[src/rtl/ntt16_seq_ctrl.sv]
// Sequential 16-point NTT over Z_q: loads 16 samples, walks all (i,j) terms
// through one multiply-accumulate unit, then streams X[0..15] out.
module ntt16_seq_ctrl #(
  parameter int N  = 16,
  parameter int DW = 8
) (
  input  logic                 clk,
  input  logic                 rst_n,
  input  logic                 start,
  input  logic [DW-1:0]        cfg_q,
  input  logic [DW-1:0]        cfg_w,
  input  logic                 in_valid,
  output logic                 in_ready,
  input  logic [DW-1:0]        in_data,
  output logic                 out_valid,
  input  logic                 out_ready,
  output logic [DW-1:0]        out_data,
  output logic [$clog2(N)-1:0] out_idx,
  output logic                 busy,
  output logic                 done,
  output logic                 err,
  output logic [1:0]           dbg_state
);
  // Streams transfer on any rising edge where valid and ready are both high;
  // a source holds its data stable while valid is high and ready is low.
  localparam int AW = $clog2(N);
  localparam logic [AW-1:0] LAST = AW'(N - 1);

  typedef enum logic [1:0] {IDLE, LOAD, COMPUTE, DRAIN} state_e;

  state_e          state_q, state_d;
  logic [DW-1:0]   q_q, q_d, w_q, w_d;
  logic [DW-1:0]   acc_q, acc_d, t_q, t_d, s_q, s_d;
  logic [DW-1:0]   out_data_q, out_data_d;
  logic [AW-1:0]   i_q, i_d, j_q, j_d, k_q, k_d, out_idx_q, out_idx_d;
  logic            out_valid_q, out_valid_d, done_q, done_d, err_q, err_d;

  logic [DW-1:0]   a_mem   [N];
  logic [DW-1:0]   res_mem [N];
  logic            a_we, res_we;

  logic [DW-1:0]   q_eff, one_mod, acc_nx, t_nx, s_nx;
  logic [2*DW-1:0] prod;
  logic [2*DW:0]   sum;
  logic [AW-1:0]   k_inc;

  // With q < 2 every reduction is taken mod 1, forcing all results to zero
  // without ever dividing by zero.
  always_comb begin
    q_eff   = (q_q < DW'(2)) ? DW'(1) : q_q;
    one_mod = err_q ? '0 : DW'(1);
    prod    = {{DW{1'b0}}, a_mem[j_q]} * {{DW{1'b0}}, t_q};
    sum     = {1'b0, {DW{1'b0}}, acc_q} + {1'b0, prod};
    acc_nx  = DW'(sum % {{(DW+1){1'b0}}, q_eff});
    t_nx    = DW'(({{DW{1'b0}}, t_q} * {{DW{1'b0}}, s_q}) % {{DW{1'b0}}, q_eff});
    s_nx    = DW'(({{DW{1'b0}}, s_q} * {{DW{1'b0}}, w_q}) % {{DW{1'b0}}, q_eff});
    k_inc   = k_q + AW'(1);
  end

  always_comb begin
    state_d     = state_q;
    q_d         = q_q;
    w_d         = w_q;
    acc_d       = acc_q;
    t_d         = t_q;
    s_d         = s_q;
    i_d         = i_q;
    j_d         = j_q;
    k_d         = k_q;
    out_data_d  = out_data_q;
    out_idx_d   = out_idx_q;
    out_valid_d = out_valid_q;
    done_d      = 1'b0;
    err_d       = err_q;
    a_we        = 1'b0;
    res_we      = 1'b0;
    case (state_q)
      IDLE: begin
        if (start) begin
          state_d = LOAD;
          q_d     = cfg_q;
          w_d     = cfg_w;
          j_d     = '0;
          err_d   = (cfg_q < DW'(2));
        end
      end
      LOAD: begin
        if (in_valid) begin
          a_we = 1'b1;
          j_d  = j_q + AW'(1);
          if (j_q == LAST) begin
            state_d = COMPUTE;
            i_d     = '0;
            j_d     = '0;
            acc_d   = '0;
            s_d     = one_mod;
            t_d     = one_mod;
          end
        end
      end
      COMPUTE: begin
        acc_d = acc_nx;
        t_d   = t_nx;
        j_d   = j_q + AW'(1);
        if (j_q == LAST) begin
          res_we = 1'b1;
          acc_d  = '0;
          t_d    = one_mod;
          s_d    = s_nx;
          i_d    = i_q + AW'(1);
          if (i_q == LAST) begin
            state_d     = DRAIN;
            k_d         = '0;
            out_valid_d = 1'b0;
          end
        end
      end
      DRAIN: begin
        // First DRAIN cycle primes the output register; the done cycle is
        // spent in DRAIN so a start coinciding with done is not seen.
        if (done_q) begin
          state_d = IDLE;
        end else if (!out_valid_q) begin
          out_valid_d = 1'b1;
          out_data_d  = res_mem[k_q];
          out_idx_d   = k_q;
        end else if (out_ready) begin
          if (k_q == LAST) begin
            out_valid_d = 1'b0;
            done_d      = 1'b1;
            k_d         = '0;
          end else begin
            k_d        = k_inc;
            out_data_d = res_mem[k_inc];
            out_idx_d  = k_inc;
          end
        end
      end
      default: state_d = IDLE;
    endcase
  end

  always_ff @(posedge clk or negedge rst_n) begin
    if (!rst_n) begin
      state_q     <= IDLE;
      q_q         <= '0;
      w_q         <= '0;
      acc_q       <= '0;
      t_q         <= '0;
      s_q         <= '0;
      i_q         <= '0;
      j_q         <= '0;
      k_q         <= '0;
      out_data_q  <= '0;
      out_idx_q   <= '0;
      out_valid_q <= 1'b0;
      done_q      <= 1'b0;
      err_q       <= 1'b0;
    end else begin
      state_q     <= state_d;
      q_q         <= q_d;
      w_q         <= w_d;
      acc_q       <= acc_d;
      t_q         <= t_d;
      s_q         <= s_d;
      i_q         <= i_d;
      j_q         <= j_d;
      k_q         <= k_d;
      out_data_q  <= out_data_d;
      out_idx_q   <= out_idx_d;
      out_valid_q <= out_valid_d;
      done_q      <= done_d;
      err_q       <= err_d;
    end
  end

  // Sample and result buffers keep their contents across reset.
  always_ff @(posedge clk) begin
    if (a_we)   a_mem[j_q]   <= in_data;
    if (res_we) res_mem[i_q] <= acc_nx;
  end

  assign in_ready  = (state_q == LOAD);
  assign busy      = (state_q != IDLE);
  assign out_valid = out_valid_q;
  assign out_data  = out_data_q;
  assign out_idx   = out_idx_q;
  assign done      = done_q;
  assign err       = err_q;
  assign dbg_state = state_q;
endmodule
[config.mk]
export PLATFORM = sky130hd
export DESIGN_NAME = ntt16_seq_ctrl
export DESIGN_NICKNAME = d
export VERILOG_FILES = /design/src/rtl/ntt16_seq_ctrl.sv
export SDC_FILE = /design/constraint.sdc
export NUM_CORES = 2
export LEC_CHECK = 0
export ABC_AREA = 1
export CORE_ASPECT_RATIO = 0.7
export CORE_MARGIN = 2
export CORE_UTILIZATION = 30
export CTS_BUF_LIST = sky130_fd_sc_hd__clkbuf_8
export CTS_CLUSTER_DIAMETER = 120
export DETAILED_ROUTE_END_ITERATION = 7
export GPL_TIMING_DRIVEN = 0
export PLACE_DENSITY = 0.43
export REMOVE_ABC_BUFFERS = 1
export SKIP_LAST_GASP = 1
export SYNTH_ARGS = -nofsm -noshare
export SYNTH_HDL_FRONTEND = slang
export SYNTH_SLANG_ARGS = --single-unit
[constraint.sdc]
create_clock -name clk -period 90.5 [get_ports clk]
set_input_delay 18.1 -clock clk [delete_from_list [all_inputs] [get_ports clk]]
set_output_delay 18.1 -clock clk [all_outputs]
set_load 0.01 [all_outputs]
* After elaboration in Yosys (flattened, before gate mapping) *
Memory sizes are Yosys's and may differ from the RTL's.
Index checks and enable logic that the tools add are counted.

storage, ports and cells
  register bits after elaboration = 69
  word-level logic and storage cells = 119
  memories kept = 2
  bits in writable memories = 256
  input bits = 29
  output and inout bits = 19

operators by class
  equality and inequality tests = 17
  multiply operators = 3
  div/mod/pow operators = 3
  $add $sub $neg = 4
  reductions and logical operators = 13
  multiplexer cells = 60
  bitwise operators = 1
  magnitude comparators = 2

memories
  memory   words  width  rd ports  clocked after memory_dff  wr ports  line  text
  a_mem    16     8      1         0                         1         38    logic [DW-1:0] a_mem [N];
  res_mem  16     8      2         0                         1         39    logic [DW-1:0] res_mem [N];

operators by type and width
  operator                                              count
  two-way mux 8 bit                                     11
  two-way mux 4 bit                                     15
  multiplier 8 x 8 -> 16 bit                            3
  case mux 8 bit (2 select lines)                       3
  remainder unit 16 x 8 -> 16 bit                       2
  two-way mux 1 bit                                     20
  inequality test 2 bit (second input constant)         10
  adder 8 x 16 -> 17 bit                                1
  remainder unit 17 x 8 -> 17 bit                       1
  < comparator 8 x 2 -> 1 bit (second input constant)   2
  case mux 4 bit (2 select lines)                       2
  adder 4 x 1 -> 4 bit (second input constant)          3
  equality test 4 bit (second input constant)           3
  two-way mux 2 bit                                     6
  case mux 4 bit (3 select lines)                       1
  AND reduction 4 bit                                   3
  AND reduction 6 bit                                   2
  case mux 2 bit (4 select lines)                       1
  AND reduction 3 bit                                   2
  nonzero test 2 bit                                    3
  equality test 2 bit (second input constant)           2
  nonzero test 3 bit                                    1
  equality test 2 x 1 -> 1 bit (second input constant)  1
  zero test 2 bit                                       1
  4 further kinds                                       4

* Logic depth before layout (Yosys ltp) *
  depth in word-level cells = 6
  mapped depth = 265
  gate-level depth less buffers = 253

* Least setup slack after synthesis *
No wires, ideal clock.

  path kind = register -> register
  start point = register j_q[0]
  end point = memory res_mem[0][7] (data pin)
  data required time = 90.289 ns
  slack = 57.347 ns
  arrival time = 32.943 ns
  cell stages (with the launch flop) = 254
  cell sequence = dfrtp_1 -> clkbuf_1 -> inv_1 -> clkbuf_1 -> clkbuf_1 -> nor2_1 -> o22ai_1 -> nand2_1 -> nand4_1 -> inv_1 -> nor2_1 -> fa_1 -> fa_1 -> fa_1 -> inv_1 -> fa_1 -> inv_1 -> ha_1 -> [218 not listed] -> a21oi_1 -> nor2_1 -> nor2_1 -> nor2_1 -> nor2_1 -> nor2_1 -> nor2_1 -> inv_1 -> a211oi_1 -> nand3_1 -> nor2_1 -> nand3_1 -> nor2_1 -> nand3_2 -> nor2_8 -> nand2_4 -> nand2_1 -> and2_1

between the ends
  cells in the longest elaborated chain, start to end = 4

RTL lines
  what                             line  text
  from (decl)                      35    logic [AW-1:0] i_q, i_d, j_q, j_d, k_q, k_d, out_idx_q, out_idx_d;
  from (signal assigned)           167   j_q <= j_d;
  memory read (16 x 8 bit)         --
  multiplier 8 x 8 -> 16 bit       52    prod = {{DW{1'b0}}, a_mem[j_q]} * {{DW{1'b0}}, t_q};
  adder 8 x 16 -> 17 bit           53    sum = {1'b0, {DW{1'b0}}, acc_q} + {1'b0, prod};
  remainder unit 17 x 8 -> 17 bit  54    acc_nx = DW'(sum % {{(DW+1){1'b0}}, q_eff});
  net acc_nx[7]                    42    logic [DW-1:0] q_eff, one_mod, acc_nx, t_nx, s_nx;
  to (decl)                        39

The timed path passes the listed nets, and every way through them passes these cells.

* Final worst setup path *
  start point = register j_q[1]
  end point = memory res_mem[2][5] (data pin)

The elaborated chain is that of the path after synthesis.

==> impl_metrics.tcl <==
set metrics [dict create \
    setup_violations 0 \
    crit_fanout 36 \
    synth_top_area_frac 0.207 \
    antenna_found_initial 2 \
    row_count 107 \
    grt_use_total 0.170 \
    die-area_um2 127000 \
    max_freq_ghz 0.0254 \
    whs_ns 0.481 \
    slowest_delay_ns 1.04 \
    fin_crit_ns 39.35 \
    fin_skew_ns 0.0618 \
    dieHeight_um 298 \
    crit_slowest_cell "inv_1" \
    drc 0 \
    rsz0062_at_grt "no" \
    insertion_delay_ns 0.72 \
    avgViaCountPerCell 4.73 \
    yosys_warnings 0 \
    syn_area_per_cell_um2 7.58 \
    core_area_um2 122000 \
    crit_required_ns 90.88 \
    grt_pass1_wl_mm 173 \
    hold_viol 0 \
    grt_max_degree 76 \
    synth.distinct_cells 73 \
    syn_area_um2 37200 \
    cpMostUsedCell "nand2_1" \
    relSlewSlack 0.0660 \
    final_max_slew_viol_count 0 \
    fill_cells 13000 \
    start_util 0.304 \
    dp_hpwl_mm 82.3 \
    synth_top_cell_by_area "edfxtp_1" \
    place_area_um2 39300 \
    port_buffers 47 \
    critical_path_class "flop to flop" \
    cap_violations 0 \
    setup_tns_ns 0 \
    synth_seq_cells 325 \
    cts_buffers 60 \
    layout-drive-gt1-share 0.0794 \
    h-tree-depth 2 \
    ys_top_cells_by_area "edfxtp_1 21%, ha_1 15%, nand2_1 9.9%" \
    crit_path_end_kind "flop" \
    cts_setup_buffers 0 \
    hp-class "flop to flop" \
    drt_pass1_iterations 6 \
    die_x_um 425 \
    wirelength_mm 108 \
    netlist_instances 4902 \
    ant_nets 0 \
    first_global_vias 29700 \
    yosysSeqAreaShare 0.253 \
    cts-resized-gates 0 \
    hold_buffers 0 \
    status "finished clean" \
    io_pins 48 \
    design_area_um2 40600 \
    drt_iter0_markers 1842 \
    grt.overflow.total 0 \
    arrival_ns 39.73 \
    final_nets 5471 \
    wire_per_inst_um 16.5 \
    root_buffer "clkbuf_8" \
    cts.clk_slew.worst_paths_ns 0.06 \
    finalCritPeriodShare 0.435 \
    clock_path_buffers 3 \
    critPathLaunchType "flop" \
    clock_sinks 325 \
    vias 31100 \
    gp_congestion 0.808 \
    area_growth_pct 9.24 \
    worst_pin_slew_ns 1.40 \
    cts_tree "built" \
]
## per-layer routing
metal	global-route usage	share of wire
met1	0.274	0.56
met2	0.247	0.40
met3	0.0153	0.035
met4	0.0228	0.0093
met5	0	0
## cell families (layout without fill, tap and decap cells)
family          count (synthesis)  after routing  synth area share
buf+inv                       915            947            0.0963
xor+xnor                      239            239            0.0563
other cells                     0              1                 0
flops                         325            325             0.253
fa+ha+maj                     558            558             0.212
compound gates                954            954             0.149
simple gates                 1899           1899             0.230
mux                            12             12           0.00354
## worst max-delay path, delay by kind of cell, from the launching register on
family,cells,cell delay (ns)
and+or+nand+nor,101,12.35
buffers and inverters,42,4.92
DFF,1,0.68
AOI/OAI and AO/OA,71,13.38
adders and majority gates,22,7.58
## registers in the layout, summed over array words and instances, names as in the netlist
name	count
t_q	8
done	1
dbg_state	2
i_q	4
out_valid	1
err	1
s_q	8
out_data	8
w_q	8
res_mem	128
a_mem	128
q_q	8
j_q	4
acc_q	8
out_idx	4
k_q	4
## path summary, 6_finish.rpt
check / end / slack [ns] / depth (start not counted) / from
max: res_mem[2][5] / 51.15 / 236 / j_q[1]
min: out_idx[3] / 0.48 / 2 / out_idx[3]
max reg2reg: res_mem[2][5] / 51.15 / 236 / j_q[1]
min reg2reg: out_idx[3] / 0.48 / 2 / out_idx[3]
max in group asynchronous: j_q[0] / 72.49 / 2 / rst_n
min in group asynchronous: out_data[3] / 17.28 / 1 / rst_n
## placed cells by master (no fill, tap or decap), types with 11 or more instances in the layout
cell type,instances
ha_1,438
o21ai_2,18
nand2_2,67
xor2_1,120
nand3_2,31
clkdlybuf4s50_1,46
o31ai_1,13
nand2_1,979
nor2_1,387
nand3b_1,13
inv_1,733
clkinv_2,11
clkinv_1,19
edfxtp_1,256
nor2_2,17
o21ai_0,392
o21ai_1,45
xnor2_1,118
o22ai_1,57
or2_2,32
nor2_4,15
fa_1,119
o21bai_1,44
nand3_1,245
inv_2,43
nor3_1,20
o211ai_1,27
clkbuf_8,65
nand2_4,12
dfrtp_1,65
nand4_1,40
a21o_1,85
a21oi_1,218
## stage by stage
step | util | worst slack (ns) | cells
floorplan | - | 56.92 | 4762
global placement | 0.319 | 48.21 | 6444
detailed placement | 0.322 | 50.37 | 6457
CTS | 0.332 | 50.29 | 6569
global route | 0.332 | 46.64 | 6570
finish | 0.332 | 51.15 | 6570
## layout make-up
cell class	count	area, um2	share of cell area
Multi-Input combinational cell	3662	24200	0.596
Sequential cell	325	9420	0.232
Inverter	775	2930	0.0721
Tap cell	1635	2050	0.0504
Clock buffer	65	895	0.0220
Timing Repair Buffer	60	742	0.0183
Clock inverter	47	369	0.00909
Antenna cell	1	2.50	0.0000616
## cell usage after synthesis, drive strengths merged
| cell type | instances |
|---|---|
| a211oi | 8 |
| a21boi | 3 |
| a21o | 89 |
| a21oi | 228 |
| a22oi | 2 |
| a31oi | 7 |
| a32o | 5 |
| and2 | 12 |
| and3 | 1 |
| buf | 24 |
| clkbuf | 116 |
| clkinv | 8 |
| dfrtp | 69 |
| edfxtp | 256 |
| fa | 119 |
| ha | 439 |
| inv | 767 |
| mux2 | 9 |
| mux2i | 3 |
| nand2 | 1058 |
| nand3 | 282 |
| nand3b | 13 |
| nand4 | 41 |
| nor2 | 423 |
| nor3 | 22 |
| nor4 | 5 |
| o2111ai | 4 |
| o211ai | 28 |
| o21a | 3 |
| o21ai | 456 |
| o21bai | 45 |
| o221ai | 3 |
| o22ai | 57 |
| o31ai | 13 |
| o32ai | 2 |
| o41ai | 1 |
| or2 | 38 |
| or3 | 4 |
| xnor2 | 118 |
| xor2 | 121 |
Power is not shown: default switching activity piles up to over one toggle a cycle in this logic, so the estimate is an artifact.
